<file path="src/rtl/ps2_host_tx.sv">
`default_nettype none
// +--------------------------------------------------------------------------+
// | Module      : ps2_host_tx                                                |
// | Description : Host-to-device PS/2 command transmitter (mouse port).      |
// |               Inhibits the clock, issues request-to-send, shifts a byte  |
// |               with odd parity and stop on device clock edges, then       |
// |               checks the device ACK. Drives open-drain enables only.     |
// | Options     : define ACK_RETRY_EN to retry once on NACK or timeout.      |
// | Revision    : 1.0 - initial release                                      |
// +--------------------------------------------------------------------------+
module ps2_host_tx #(
    parameter int INHIBIT_CYCLES = 5000,
    parameter int RTS_CYCLES     = 100,
    parameter int TIMEOUT_CYCLES = 750000
) (
    input  logic       qzt_clk,
    input  logic       reset_n,
    input  logic [7:0] tx_data,
    input  logic       send,
    input  logic       ps2_clk_in,
    input  logic       ps2_data_in,
    output logic       ps2_clk_oe,
    output logic       ps2_data_oe,
    output logic       busy,
    output logic       done,
    output logic       err
);

`ifdef ACK_RETRY_EN
    localparam logic c_RETRY_EN = 1'b1;
`else
    localparam logic c_RETRY_EN = 1'b0;
`endif

    // One phase counter serves both the inhibit and the request-to-send hold
    localparam int c_PH_MAX = (INHIBIT_CYCLES > RTS_CYCLES) ? INHIBIT_CYCLES : RTS_CYCLES;
    localparam int c_PH_W   = $clog2(c_PH_MAX + 1);
    localparam int c_TO_W   = $clog2(TIMEOUT_CYCLES + 1);

    localparam logic [c_PH_W-1:0] c_INH_LAST = c_PH_W'(INHIBIT_CYCLES - 1);
    localparam logic [c_PH_W-1:0] c_RTS_LAST = c_PH_W'(RTS_CYCLES - 1);
    localparam logic [c_TO_W-1:0] c_TO_LAST  = c_TO_W'(TIMEOUT_CYCLES - 1);

    localparam logic [2:0] c_IDLE      = 3'd0;
    localparam logic [2:0] c_INHIBIT   = 3'd1;
    localparam logic [2:0] c_RTS       = 3'd2;
    localparam logic [2:0] c_SHIFT     = 3'd3;
    localparam logic [2:0] c_ACK       = 3'd4;
    localparam logic [2:0] c_WAIT_IDLE = 3'd5;

    // Pin synchronizers and falling-edge history
    logic r_clk_meta, r_clk_sync, r_clk_prev;
    logic r_data_meta, r_data_sync;
    logic w_clk_fall;

    // FSM and datapath registers with their next-state values
    logic [2:0]        r_state,   w_state_nxt;
    logic [c_PH_W-1:0] r_ph,      w_ph_nxt;
    logic [c_TO_W-1:0] r_to,      w_to_nxt;
    logic [7:0]        r_byte,    w_byte_nxt;
    logic [9:0]        r_shift,   w_shift_nxt;
    logic [3:0]        r_edge,    w_edge_nxt;
    logic              r_data_oe, w_data_oe_nxt;
    logic              r_nack,    w_nack_nxt;
    logic              r_retry,   w_retry_nxt;
    logic              r_done,    w_done_nxt;
    logic              r_err,     w_err_nxt;
    logic              w_to_exp;
    logic              w_fail;
    logic              w_ok;

    assign w_clk_fall = r_clk_prev & ~r_clk_sync;
    assign w_to_exp   = (r_to == c_TO_LAST) && !w_clk_fall;

    // Two-stage synchronizers; idle lines read as high out of reset
    always_ff @(posedge qzt_clk or negedge reset_n) begin
        if (!reset_n) begin
            r_clk_meta  <= 1'b1;
            r_clk_sync  <= 1'b1;
            r_clk_prev  <= 1'b1;
            r_data_meta <= 1'b1;
            r_data_sync <= 1'b1;
        end else begin
            r_clk_meta  <= ps2_clk_in;
            r_clk_sync  <= r_clk_meta;
            r_clk_prev  <= r_clk_sync;
            r_data_meta <= ps2_data_in;
            r_data_sync <= r_data_meta;
        end
    end

    // State and datapath register
    always_ff @(posedge qzt_clk or negedge reset_n) begin
        if (!reset_n) begin
            r_state   <= c_IDLE;
            r_ph      <= '0;
            r_to      <= '0;
            r_byte    <= '0;
            r_shift   <= '1;
            r_edge    <= '0;
            r_data_oe <= 1'b0;
            r_nack    <= 1'b0;
            r_retry   <= 1'b0;
            r_done    <= 1'b0;
            r_err     <= 1'b0;
        end else begin
            r_state   <= w_state_nxt;
            r_ph      <= w_ph_nxt;
            r_to      <= w_to_nxt;
            r_byte    <= w_byte_nxt;
            r_shift   <= w_shift_nxt;
            r_edge    <= w_edge_nxt;
            r_data_oe <= w_data_oe_nxt;
            r_nack    <= w_nack_nxt;
            r_retry   <= w_retry_nxt;
            r_done    <= w_done_nxt;
            r_err     <= w_err_nxt;
        end
    end

    // Next-state logic: sequencing, bit shifting, ACK check, timeout and retry
    always_comb begin
        w_state_nxt   = r_state;
        w_ph_nxt      = r_ph;
        w_byte_nxt    = r_byte;
        w_shift_nxt   = r_shift;
        w_edge_nxt    = r_edge;
        w_data_oe_nxt = r_data_oe;
        w_nack_nxt    = r_nack;
        w_retry_nxt   = r_retry;
        w_done_nxt    = 1'b0;
        w_err_nxt     = 1'b0;
        w_fail        = 1'b0;
        w_ok          = 1'b0;

        // Timeout reloads on every device edge and saturates at its limit
        if (w_clk_fall) begin
            w_to_nxt = '0;
        end else if (r_to != c_TO_LAST) begin
            w_to_nxt = r_to + c_TO_W'(1);
        end else begin
            w_to_nxt = r_to;
        end

        case (r_state)
            c_IDLE: begin
                if (send) begin
                    w_byte_nxt  = tx_data;
                    w_ph_nxt    = '0;
                    w_retry_nxt = 1'b0;
                    w_state_nxt = c_INHIBIT;
                end
            end
            c_INHIBIT: begin
                if (r_ph == c_INH_LAST) begin
                    w_ph_nxt      = '0;
                    w_data_oe_nxt = 1'b1;
                    w_state_nxt   = c_RTS;
                end else begin
                    w_ph_nxt = r_ph + c_PH_W'(1);
                end
            end
            c_RTS: begin
                if (r_ph == c_RTS_LAST) begin
                    w_ph_nxt    = '0;
                    w_to_nxt    = '0;
                    w_edge_nxt  = '0;
                    // Stop, odd parity, then data LSB first
                    w_shift_nxt = {1'b1, ~^r_byte, r_byte};
                    w_state_nxt = c_SHIFT;
                end else begin
                    w_ph_nxt = r_ph + c_PH_W'(1);
                end
            end
            c_SHIFT: begin
                if (w_clk_fall) begin
                    // Edge 10 shifts out the stop bit, which releases the line
                    w_data_oe_nxt = ~r_shift[0];
                    w_shift_nxt   = {1'b1, r_shift[9:1]};
                    w_edge_nxt    = r_edge + 4'd1;
                    if (r_edge == 4'd9) begin
                        w_state_nxt = c_ACK;
                    end
                end else if (w_to_exp) begin
                    w_fail = 1'b1;
                end
            end
            c_ACK: begin
                if (w_clk_fall) begin
                    w_nack_nxt  = r_data_sync;
                    w_state_nxt = c_WAIT_IDLE;
                end else if (w_to_exp) begin
                    w_fail = 1'b1;
                end
            end
            c_WAIT_IDLE: begin
                if (r_clk_sync && r_data_sync) begin
                    if (r_nack) begin
                        w_fail = 1'b1;
                    end else begin
                        w_ok = 1'b1;
                    end
                end else if (w_to_exp) begin
                    w_fail = 1'b1;
                end
            end
            default: begin
                w_data_oe_nxt = 1'b0;
                w_state_nxt   = c_IDLE;
            end
        endcase

        if (w_ok) begin
            w_done_nxt  = 1'b1;
            w_state_nxt = c_IDLE;
        end

        // Failure releases both lines; one retry of the same byte when enabled
        if (w_fail) begin
            w_data_oe_nxt = 1'b0;
            if (c_RETRY_EN && !r_retry) begin
                w_retry_nxt = 1'b1;
                w_ph_nxt    = '0;
                w_state_nxt = c_INHIBIT;
            end else begin
                w_err_nxt   = 1'b1;
                w_state_nxt = c_IDLE;
            end
        end
    end

    assign ps2_clk_oe  = (r_state == c_INHIBIT) || (r_state == c_RTS);
    assign ps2_data_oe = r_data_oe;
    assign busy        = (r_state != c_IDLE);
    assign done        = r_done;
    assign err         = r_err;

endmodule
`default_nettype wire

</file>
<file path="config.mk">
export PLATFORM = sky130hd
export DESIGN_NAME = ps2_host_tx
export DESIGN_NICKNAME = d
export VERILOG_FILES = /design/src/rtl/ps2_host_tx.sv
export SDC_FILE = /design/constraint.sdc
export NUM_CORES = 1
export LEC_CHECK = 0
export ABC_AREA = 1
export CORE_MARGIN = 10
export CORE_UTILIZATION = 35
export CTS_CLUSTER_DIAMETER = 200
export DETAILED_ROUTE_END_ITERATION = 8
export SYNTH_ARGS = -nofsm -noshare
export SYNTH_HDL_FRONTEND = slang
export SYNTH_SLANG_ARGS = --single-unit
</file>
<file path="constraint.sdc">
create_clock -name qzt_clk -period 1.95 [get_ports qzt_clk]
set_input_delay 0.39 -clock qzt_clk [delete_from_list [all_inputs] [get_ports qzt_clk]]
set_output_delay 0.39 -clock qzt_clk [all_outputs]
set_load 0.02 [all_outputs]
</file>
==> impl_metrics.py, run 1 <==
metrics = {
    "layout": {
        "drive_above_1_share": 0.134,
        "fillCellCount": 1017,
        "final_nets": 483,
        "area_growth_pct": 15.4,
        "final_area_um2": 4030,
        "diodes": 0,
    },
    "die": {
        "die_width_um": 120,
        "die_area_um2": 14400,
        "coreArea_um2": 9730,
        "ioPinCount": 18,
        "die_y_um": 120,
        "start_util": 0.359,
        "num_rows": 36,
    },
    "global_route": {
        "grt_use_total": 0.108,
        "grt_max_degree": 67,
        "antenna_found_initial": 0,
        "grt.overflow.total": 0,
        "grt_pass1_vias": 2838,
        "grt_pass1_wl_um": 12800,
    },
    "worst_setup_path": {
        "worstSetupPathType": "flip-flop to output pin",
        "arrival_ps": 1500,
        "cp_max_fo": 5,
        "critPathLaunchType": "flip-flop",
        "cp-end-kind": "output pin",
        "cp-startpoint": "r_state[0]",
        "cp.required_ps": 1560,
        "rr_worst_depth": 8,
        "reg2reg_to": "r_ph[6]",
        "worstReg2RegStart": "r_ph[0]",
        "rrSetupSlack_ps": 210,
    },
    "synthesis": {
        "synth_flop_cell": "dfrtp_1",
        "yosysTopAreaCell": "dfrtp_1",
        "yosys_warnings": 0,
        "netlist_instances": 435,
        "synth_fp_nets": 452,
        "ys_async_sr_fraction": 1.00,
        "synth_most_common_cell": "nand2_1",
        "synthTopCellsByCount": "nand2_1, nor2_1, dfrtp_1, inv_1, nand3_1",
        "yosysUniqueCellTypes": 40,
        "synth.top_cell.area_share": 0.372,
        "ys_seq_area_frac": 0.478,
        "netlist_area_um2": 3490,
        "synthTopCellsByArea": "dfrtp_1, nand2_1, dfstp_2",
        "avgSynthCellArea_um2": 8.03,
        "synth_edf_count": 0,
        "synth-seq-cells": 66,
    },
    "routing": {
        "drtIter0Drc": 113,
        "vias": 2883,
        "drcViolationCount": 0,
        "wire_per_inst_um": 12.2,
        "antenna_left": 0,
        "wirelength_um": 7350,
        "via_per_inst": 4.77,
        "dr.pass1.iters": 4,
    },
    "pwr": {
        "combPwrFrac": 0.375,
        "switchingPower_uw": 1950,
        "max-vdd-ir-drop_mv": 0.585,
        "intPower_uw": 3000,
        "clock_power_share": 0.202,
        "p_per_area_nw_per_um2": 1230,
        "p_seq_frac": 0.423,
        "leakage_uw": 0.00182,
        "netSwitchingFraction": 0.393,
    },
    "cts": {
        "clk_latency_ps": 350,
        "cts_tree": "built",
        "cts_hold_buf": 0,
        "cts_buffers": 9,
        "cts_root_buffer": "clkbuf_8",
        "clk_pin_slew_ps": 70,
        "cts_sinks": 66,
        "h-tree-depth": 3,
        "ctsLongestPathBuffers": 2,
    },
    "placement": {
        "numPortBuffers": 17,
        "place_area_um2": 3870,
        "dp_hpwl_um": 5360,
        "place_congestion": 0.889,
    },
    "timing": {
        "rsz0062_at_grt": "yes",
        "clock_skew_ps": 9.42,
        "setup_violations": 0,
        "hold_violations": 0,
        "slew_violations": 0,
        "fin_setup_tns_ps": 0,
        "worst_slew_pin_slew_ps": 356,
        "fin_crit_ps": 1890,
        "max_slew_margin": 0.763,
        "max_clock_freq_mhz": 530,
        "layout_worst_path_cycle_share": 0.968,
    },
    "min_path": {
        "hold_class": "input pin to async pin",
    },
    "run_status": {
        "status": "complete, no violations",
    },
    "flow_run": {
        "drv_cap": 0,
    },
}
==> timing repair <==
| item | 4_1_cts | 5_1_grt |
|---|---|---|
| setup endpoints to repair | 2 | 6 |
| resized for setup | 3 | 3 |
| buffers inserted | 0 | 0 |
==> metrics by stage <==
stage	utilization	hold WS [ps]	cells	power, uW	setup WS, ps
5_1_grt	0.414	68.1	604	5380	-18.2
6_report	0.414	45.1	604	4950	62.0
3_3_place_gp	0.398	347	588	3980	144
4_1_cts	0.414	57.1	604	5010	34.9
3_5_place_dp	0.398	347	588	4010	129
2_1_floorplan	-	94.4	435	3500	408
==> per-layer routing <==
metal,routed length [um],up-vias,track usage
met2,3240,56,0.165
li1,-,1475,-
met1,3700,1344,0.140
met5,0,-,0
met4,136,0,0.0535
met3,266,8,0.0281
==> flip-flops by register name, indices dropped and copies added (netlist names), 3 cells and up <==
| register | cells |
|---|---|
| r_edge | 4 |
| r_shift | 9 |
| r_to | 20 |
| r_byte | 8 |
| r_ph | 13 |
| r_state | 3 |
==> worst max-delay path, cell delays in order (launching register included) <==
cell	delay (ps)
dfrtp_1	450
nor2_2	200
nand2_2	140
dlygate4sd2_1	350
==> logic make-up after synthesis <==
logic type      share of synthesized area
simple gates                        0.294
fa+ha+maj                          0.0143
xor+xnor                           0.0301
compound gates                      0.106
buf+inv                            0.0752
flops                               0.478
mux                               0.00322
==> layout by cell type (no fill, tap or decap), types with 2 or more instances in the layout <==
cell type,netlist,layout
o21bai_1,2,2
inv_1,50,50
clkbuf_8,0,10
clkbuf_1,1,5
nand3_1,29,29
a31oi_1,12,12
clkdlybuf4s50_1,0,14
o21a_1,2,2
o22ai_1,3,3
a21oi_1,22,22
xor2_1,7,7
nor4_1,2,2
o21ai_0,15,15
dfrtp_1,52,51
nor3_1,14,14
nor2_1,54,54
buf_12,0,2
o21ai_2,2,2
nand2_2,4,4
nand2_1,104,104
nor2_8,2,2
nand3_2,2,2
inv_4,2,2
o21ai_1,2,2
xnor2_1,5,5
dfstp_2,14,14
buf_4,0,7
nand4_1,4,4
nor2_2,3,3
nor3_2,4,4
inv_2,3,3
ha_1,4,4
==> worst max path at each step <==
stage	slack, ps	to	cells after the start
floorplan	410	r_state[1]	9
global route	-20	busy	3
finish	60	busy	3
CTS	30	busy	3
detailed placement	130	r_ph[6]	8
global placement	140	r_ph[6]	8
==> cell type report <==
type	count	area, um2	share of cell area
Inverter	56	219	0.0543
Multi-Input combinational cell	307	1560	0.388
Tap cell	133	166	0.0413
Sequential cell	66	1670	0.414
Timing Repair Buffer	26	251	0.0624
Clock buffer	15	156	0.0388
Clock inverter	1	5.00	0.00124
==> power groups by stage <==
stage               Clock [uW]  Sequential [uW]  Combinational, uW
detailed placement           0             2120               1900
floorplan                    0             2060               1440
global route              1090             2160               2140
finish                    1000             2100               1850
global placement             0             2110               1880
CTS                       1030             2090               1880
(Power assumes the default switching activity.)
==> run 2: changes to the inputs <==
--- a/config.mk
+++ b/config.mk
@@ -10,6 +10,7 @@
 export CORE_UTILIZATION = 35
 export CTS_CLUSTER_DIAMETER = 200
 export DETAILED_ROUTE_END_ITERATION = 8
+export RECOVER_POWER = 50
 export SYNTH_ARGS = -nofsm -noshare
 export SYNTH_HDL_FRONTEND = slang
 export SYNTH_SLANG_ARGS = --single-unit
==> run 2 against run 1 <==
Against the previous run:
- critical path type unchanged
- cell count did not move
- die area did not move
- largest power group unchanged
- sequential cell count stayed put
- power is essentially flat
- register-to-register slack about the same
- first-iteration DRC count unchanged
- fmax unchanged
- global-route usage stayed put
- highest routed layer unchanged
- non-clock buffer count stayed put
- critical path depth did not move
==> impl_metrics.py, run 2 (synthesized netlist as in run 1, its figures left out) <==
metrics = {
    "routing": {
        "vias": 2883,
        "drcViolationCount": 0,
        "via_per_inst": 4.77,
        "drtIter0Drc": 113,
        "antenna_left": 0,
        "wirelength_um": 7350,
        "wire_per_inst_um": 12.2,
        "dr.pass1.iters": 4,
    },
    "cts": {
        "cts_buffers": 9,
        "cts_tree": "built",
        "h-tree-depth": 3,
        "cts_root_buffer": "clkbuf_8",
        "clk_latency_ps": 350,
        "clk_pin_slew_ps": 70,
        "cts_hold_buf": 0,
        "ctsLongestPathBuffers": 2,
        "cts_setup_buffers": 0,
        "cts_sinks": 66,
    },
    "worst_setup_path": {
        "worstSetupPathType": "flip-flop to output pin",
        "timing.critical_path.buf_inv": 1,
        "critPathLaunchType": "flip-flop",
        "cp_top_family": "flip-flops",
        "cp.required_ps": 1560,
        "cp-startpoint": "r_state[0]",
        "max_stage_delay_ps": 450,
        "arrival_ps": 1500,
        "cp_max_fo": 5,
        "worstReg2RegStart": "r_ph[0]",
        "cpMaxStageDelayCell": "dfrtp_1",
        "cp-end-kind": "output pin",
        "crit_chain": "nor2_2 > nand2_2 > dlygate4sd2_1",
    },
    "pwr": {
        "p_per_area_nw_per_um2": 1230,
        "max-vdd-ir-drop_mv": 0.585,
        "leakage_uw": 0.00182,
    },
    "global_route": {
        "grt.overflow.total": 0,
        "grt_max_degree": 67,
        "antenna_found_initial": 0,
        "grt_pass1_wl_um": 12800,
        "busiest_layer": "met2",
        "use_met1": 0.140,
        "use_met3": 0.0281,
        "use_met2": 0.165,
        "grt_pass1_vias": 2838,
        "grt_use_total": 0.108,
    },
    "timing": {
        "setup_violations": 0,
        "worst_slew_pin_slew_ps": 356,
        "fin_crit_ps": 1890,
        "whs_ps": 88.4,
        "max_slew_margin": 0.763,
        "hold_violations": 0,
        "setup_ws_ps": 62.0,
        "layout_worst_path_cycle_share": 0.968,
        "slew_violations": 0,
        "clock_skew_ps": 9.42,
        "rsz0062_at_grt": "yes",
        "fin_setup_tns_ps": 0,
        "max_clock_freq_mhz": 530,
    },
    "layout": {
        "final_nets": 483,
        "multi_input_area_um2": 1560,
        "final-seq-area_um2": 1670,
        "drive_above_1_share": 0.132,
        "area_growth_pct": 15.3,
        "reg_top3": "r_to: 20 flops, r_ph: 13 flops, r_shift: 9 flops",
        "largest_reg_flops": 20,
        "final_common_cell": "nand2_1",
        "post-route-util": 0.414,
        "top_register": "r_to",
        "layout_common_cells": "nand2_1, nor2_1, dfrtp_1",
        "fillCellCount": 1018,
        "diodes": 0,
        "final_area_um2": 4030,
    },
    "die": {
        "die_width_um": 120,
        "die_area_um2": 14400,
        "die_y_um": 120,
        "num_rows": 36,
        "start_util": 0.359,
        "coreArea_um2": 9730,
        "ioPinCount": 18,
    },
    "placement": {
        "place_area_um2": 3870,
        "dp_hpwl_um": 5360,
        "place_congestion": 0.889,
        "place_ws_ps": 129,
        "numPortBuffers": 17,
    },
    "run_status": {
        "status": "complete, no violations",
    },
    "flow_run": {
        "drv_cap": 0,
    },
    "min_path": {
        "hold_class": "input pin to async pin",
    },
}
[run 2: cell count changes in the layout (fill, tap and decap cells not counted)]
cell / delta
buf_2: -1
clkbuf_1: +1
clkdlybuf4s50_1: -2
dlygate4sd3_1: +2
[run 2: through the flow]
stage	total power, uW	instances
floorplan	3500	435
finish	4950	604
global route	5380	604
CTS	5010	604
global placement	3980	588
detailed placement	4010	588
[run 2: final cells by class]
type / count / area share
Clock buffer: 15 / 0.0388
Clock inverter: 1 / 0.00124
Inverter: 56 / 0.0543
Multi-Input combinational cell: 307 / 0.388
Sequential cell: 66 / 0.414
Tap cell: 133 / 0.0413
Timing Repair Buffer: 26 / 0.0621
[run 2: metal layers]
metal,vias to the layer above,share of wire
met4,0,0.018
met2,56,0.44
li1,1475,-
met3,8,0.036
met1,1344,0.50
met5,-,0
[run 2: worst register-to-register path, cell delays in order, from the launching register on]
cell	delay (ps)
dfrtp_1	390
ha_1	290
nand3_1	110
nor2_1	140
nand2_1	60
nand2_1	70
nand2_1	180
nor2_2	280
nor3_1	100
[run 2: worst paths after layout]
path	end	slack, ps	depth (start not counted)
min in group qzt_clk	r_clk_sync	360	0
max reg2reg	r_ph[6]	210	8
max	busy	60	3
max in group asynchronous	r_clk_meta	1520	2
min	r_ph[0]	90	2
min reg2reg	r_clk_sync	360	0
[run 2: timing repair]
| item | 4_1_cts | 5_1_grt |
|---|---|---|
| resized for setup | 3 | 3 |
| pin swaps | 0 | 0 |
| setup endpoints to repair | 2 | 6 |
[run 2: report_power, final]
| group | internal, uW | switching [uW] |
|---|---|---|
| clock | 497 | 503 |
| combinational | 712 | 1140 |
| sequential | 1790 | 304 |
| total | 3000 | 1950 |
==> run 3: changes to the inputs <==
--- a/config.mk
+++ b/config.mk
@@ -6,10 +6,12 @@
 export NUM_CORES = 1
 export LEC_CHECK = 0
 export ABC_AREA = 1
+export CAP_MARGIN = 5
 export CORE_MARGIN = 10
 export CORE_UTILIZATION = 35
 export CTS_CLUSTER_DIAMETER = 200
 export DETAILED_ROUTE_END_ITERATION = 8
+export PLACE_DENSITY_LB_ADDON = 0.1
 export RECOVER_POWER = 50
 export SYNTH_ARGS = -nofsm -noshare
 export SYNTH_HDL_FRONTEND = slang
==> run 3 against run 2 <==
Against the previous run:
- the run now ends with capacitance limit, slew limit left
- critical path depth unchanged
- cell count increased by 0.17%
- global-route usage increased by 0.60 points
- via count decreased by 0.59%
- critical endpoint unchanged
- wire length increased by 6.2%
- clock skew about the same
- combinational power increased by 3%
==> impl_metrics.py, run 3 (synthesized netlist as in run 1, its figures left out) <==
metrics = {
    "run_status": {
        "status": "finished with violations",
        "violations": "capacitance limit, slew limit",
    },
    "global_route": {
        "use_met3": 0.0352,
        "use_met2": 0.176,
        "grt_max_degree": 67,
        "grt_pass1_vias": 2839,
        "grt_pass1_wl_um": 13400,
        "use_met1": 0.144,
        "grt_use_total": 0.114,
        "grt.overflow.total": 0,
        "antenna_found_initial": 0,
        "busiest_layer": "met2",
    },
    "timing": {
        "fin_crit_ps": 1850,
        "fin_setup_tns_ps": 0,
        "max_slew_margin": -0.0232,
        "setup_violations": 0,
        "layout_worst_path_cycle_share": 0.947,
        "max_clock_freq_mhz": 541,
        "rsz0062_at_grt": "no",
        "hold_violations": 0,
        "clock_skew_ps": 9.76,
        "slew_violations": 67,
        "worst_slew_pin_slew_ps": 1530,
    },
    "cts": {
        "clk_latency_ps": 360,
        "h-tree-depth": 3,
        "ctsLongestPathBuffers": 2,
        "clk_pin_slew_ps": 80,
        "cts_buffers": 9,
        "cts_tree": "built",
        "cts_sinks": 66,
        "cts_hold_buf": 0,
        "cts_root_buffer": "clkbuf_8",
        "cts_setup_buffers": 0,
    },
    "routing": {
        "via_per_inst": 4.74,
        "vias": 2866,
        "drtIter0Drc": 87,
        "wirelength_um": 7810,
        "dr.pass1.iters": 4,
        "drcViolationCount": 0,
        "wire_per_inst_um": 12.9,
        "antenna_left": 0,
    },
    "die": {
        "die_width_um": 120,
        "die_area_um2": 14400,
        "die_y_um": 120,
        "ioPinCount": 18,
        "start_util": 0.359,
        "coreArea_um2": 9730,
        "num_rows": 36,
    },
    "layout": {
        "final_common_cell": "nand2_1",
        "drive_above_1_share": 0.146,
        "final_area_um2": 4090,
        "largest_reg_flops": 20,
        "final_nets": 484,
        "fillCellCount": 991,
        "top_register": "r_to",
        "layout_common_cells": "nand2_1, nor2_1, dfrtp_1",
        "reg_top3": "r_to: 20 flops, r_ph: 13 flops, r_shift: 9 flops",
        "area_growth_pct": 17.0,
        "diodes": 0,
    },
    "worst_setup_path": {
        "arrival_ps": 1460,
        "worstSetupPathType": "flip-flop to output pin",
        "cp_max_fo": 5,
        "cp.required_ps": 1560,
        "cp-end-kind": "output pin",
        "critPathLaunchType": "flip-flop",
    },
    "pwr": {
        "leakage_uw": 0.00185,
        "power_uw": 5310,
        "max-vdd-ir-drop_mv": 0.517,
        "p_per_area_nw_per_um2": 1300,
    },
    "placement": {
        "place_area_um2": 3880,
        "numPortBuffers": 17,
        "place_congestion": 0.826,
        "dp_hpwl_um": 5610,
    },
    "min_path": {
        "hold_class": "flip-flop to flip-flop",
    },
    "flow_run": {
        "drv_cap": 1,
    },
}
==> run 3: changes by cell type in the layout (fill, tap and decap cells not counted), sizes merged <==
cell	change
clkinvlp	+1
bufinv	+2
buf	+2
clkdlybuf4s15	+1
clkinv	+1
clkbuf	-5
dlygate4sd2	-1
==> run 3: path summary, 6_finish.rpt <==
check / start / end / slack, ps / depth (start not counted)
setup / recovery: r_state[0] / busy / 100 / 3
hold / removal: r_data_meta / r_data_sync / 360 / 0
setup reg to reg: r_ph[0] / r_ph[4] / 200 / 9
hold reg to reg: r_data_meta / r_data_sync / 360 / 0
max in group asynchronous: reset_n / r_state[1] / 430 / 2
min in group asynchronous: reset_n / r_ph[8] / 510 / 2
==> run 3: critical path, stage by stage (launching register included) <==
cell and delay [ps]:
dfrtp_1 450, nor2_2 180, nand2_2 130, clkdlybuf4s15_1 330
==> run 3: what timing repair did <==
action / 4_1_cts / 5_1_grt
pin swaps: 0 / 0
gates resized for setup: 3 / 6
endpoints found under the setup margin: 2 / 19
==> run 3: metrics by stage <==
step | setup slack (ps) | cells | hold slack (ps) | utilization
6_report | 103 | 605 | 357 | 0.420
2_1_floorplan | 408 | 435 | 94.4 | -
3_3_place_gp | 162 | 589 | 346 | 0.399
3_5_place_dp | 128 | 589 | 348 | 0.399
4_1_cts | 4.66 | 605 | 65.1 | 0.421
5_1_grt | 4.97 | 605 | 364 | 0.420
==> run 3: layout make-up <==
class,instances,area (um2),area share
Sequential cell,66,1670,0.408
Clock inverter,5,77.6,0.0190
Clock buffer,11,141,0.0346
Multi-Input combinational cell,307,1570,0.384
Timing Repair Buffer,27,245,0.0600
Inverter,56,219,0.0535
Tap cell,133,166,0.0407
==> run 3: layer usage <==
| layer | vias up | share of wire |
|---|---|---|
| met3 | 12 | 0.049 |
| met2 | 65 | 0.45 |
| li1 | 1480 | - |
| met5 | - | 0 |
| met4 | 0 | 0.018 |
| met1 | 1309 | 0.48 |
==> run 3: where the power goes <==
part	leakage, uW	internal, uW	switching, uW
Clock	0.000109	751	556
Sequential	0.000839	1790	308
Combinational	0.000900	735	1160
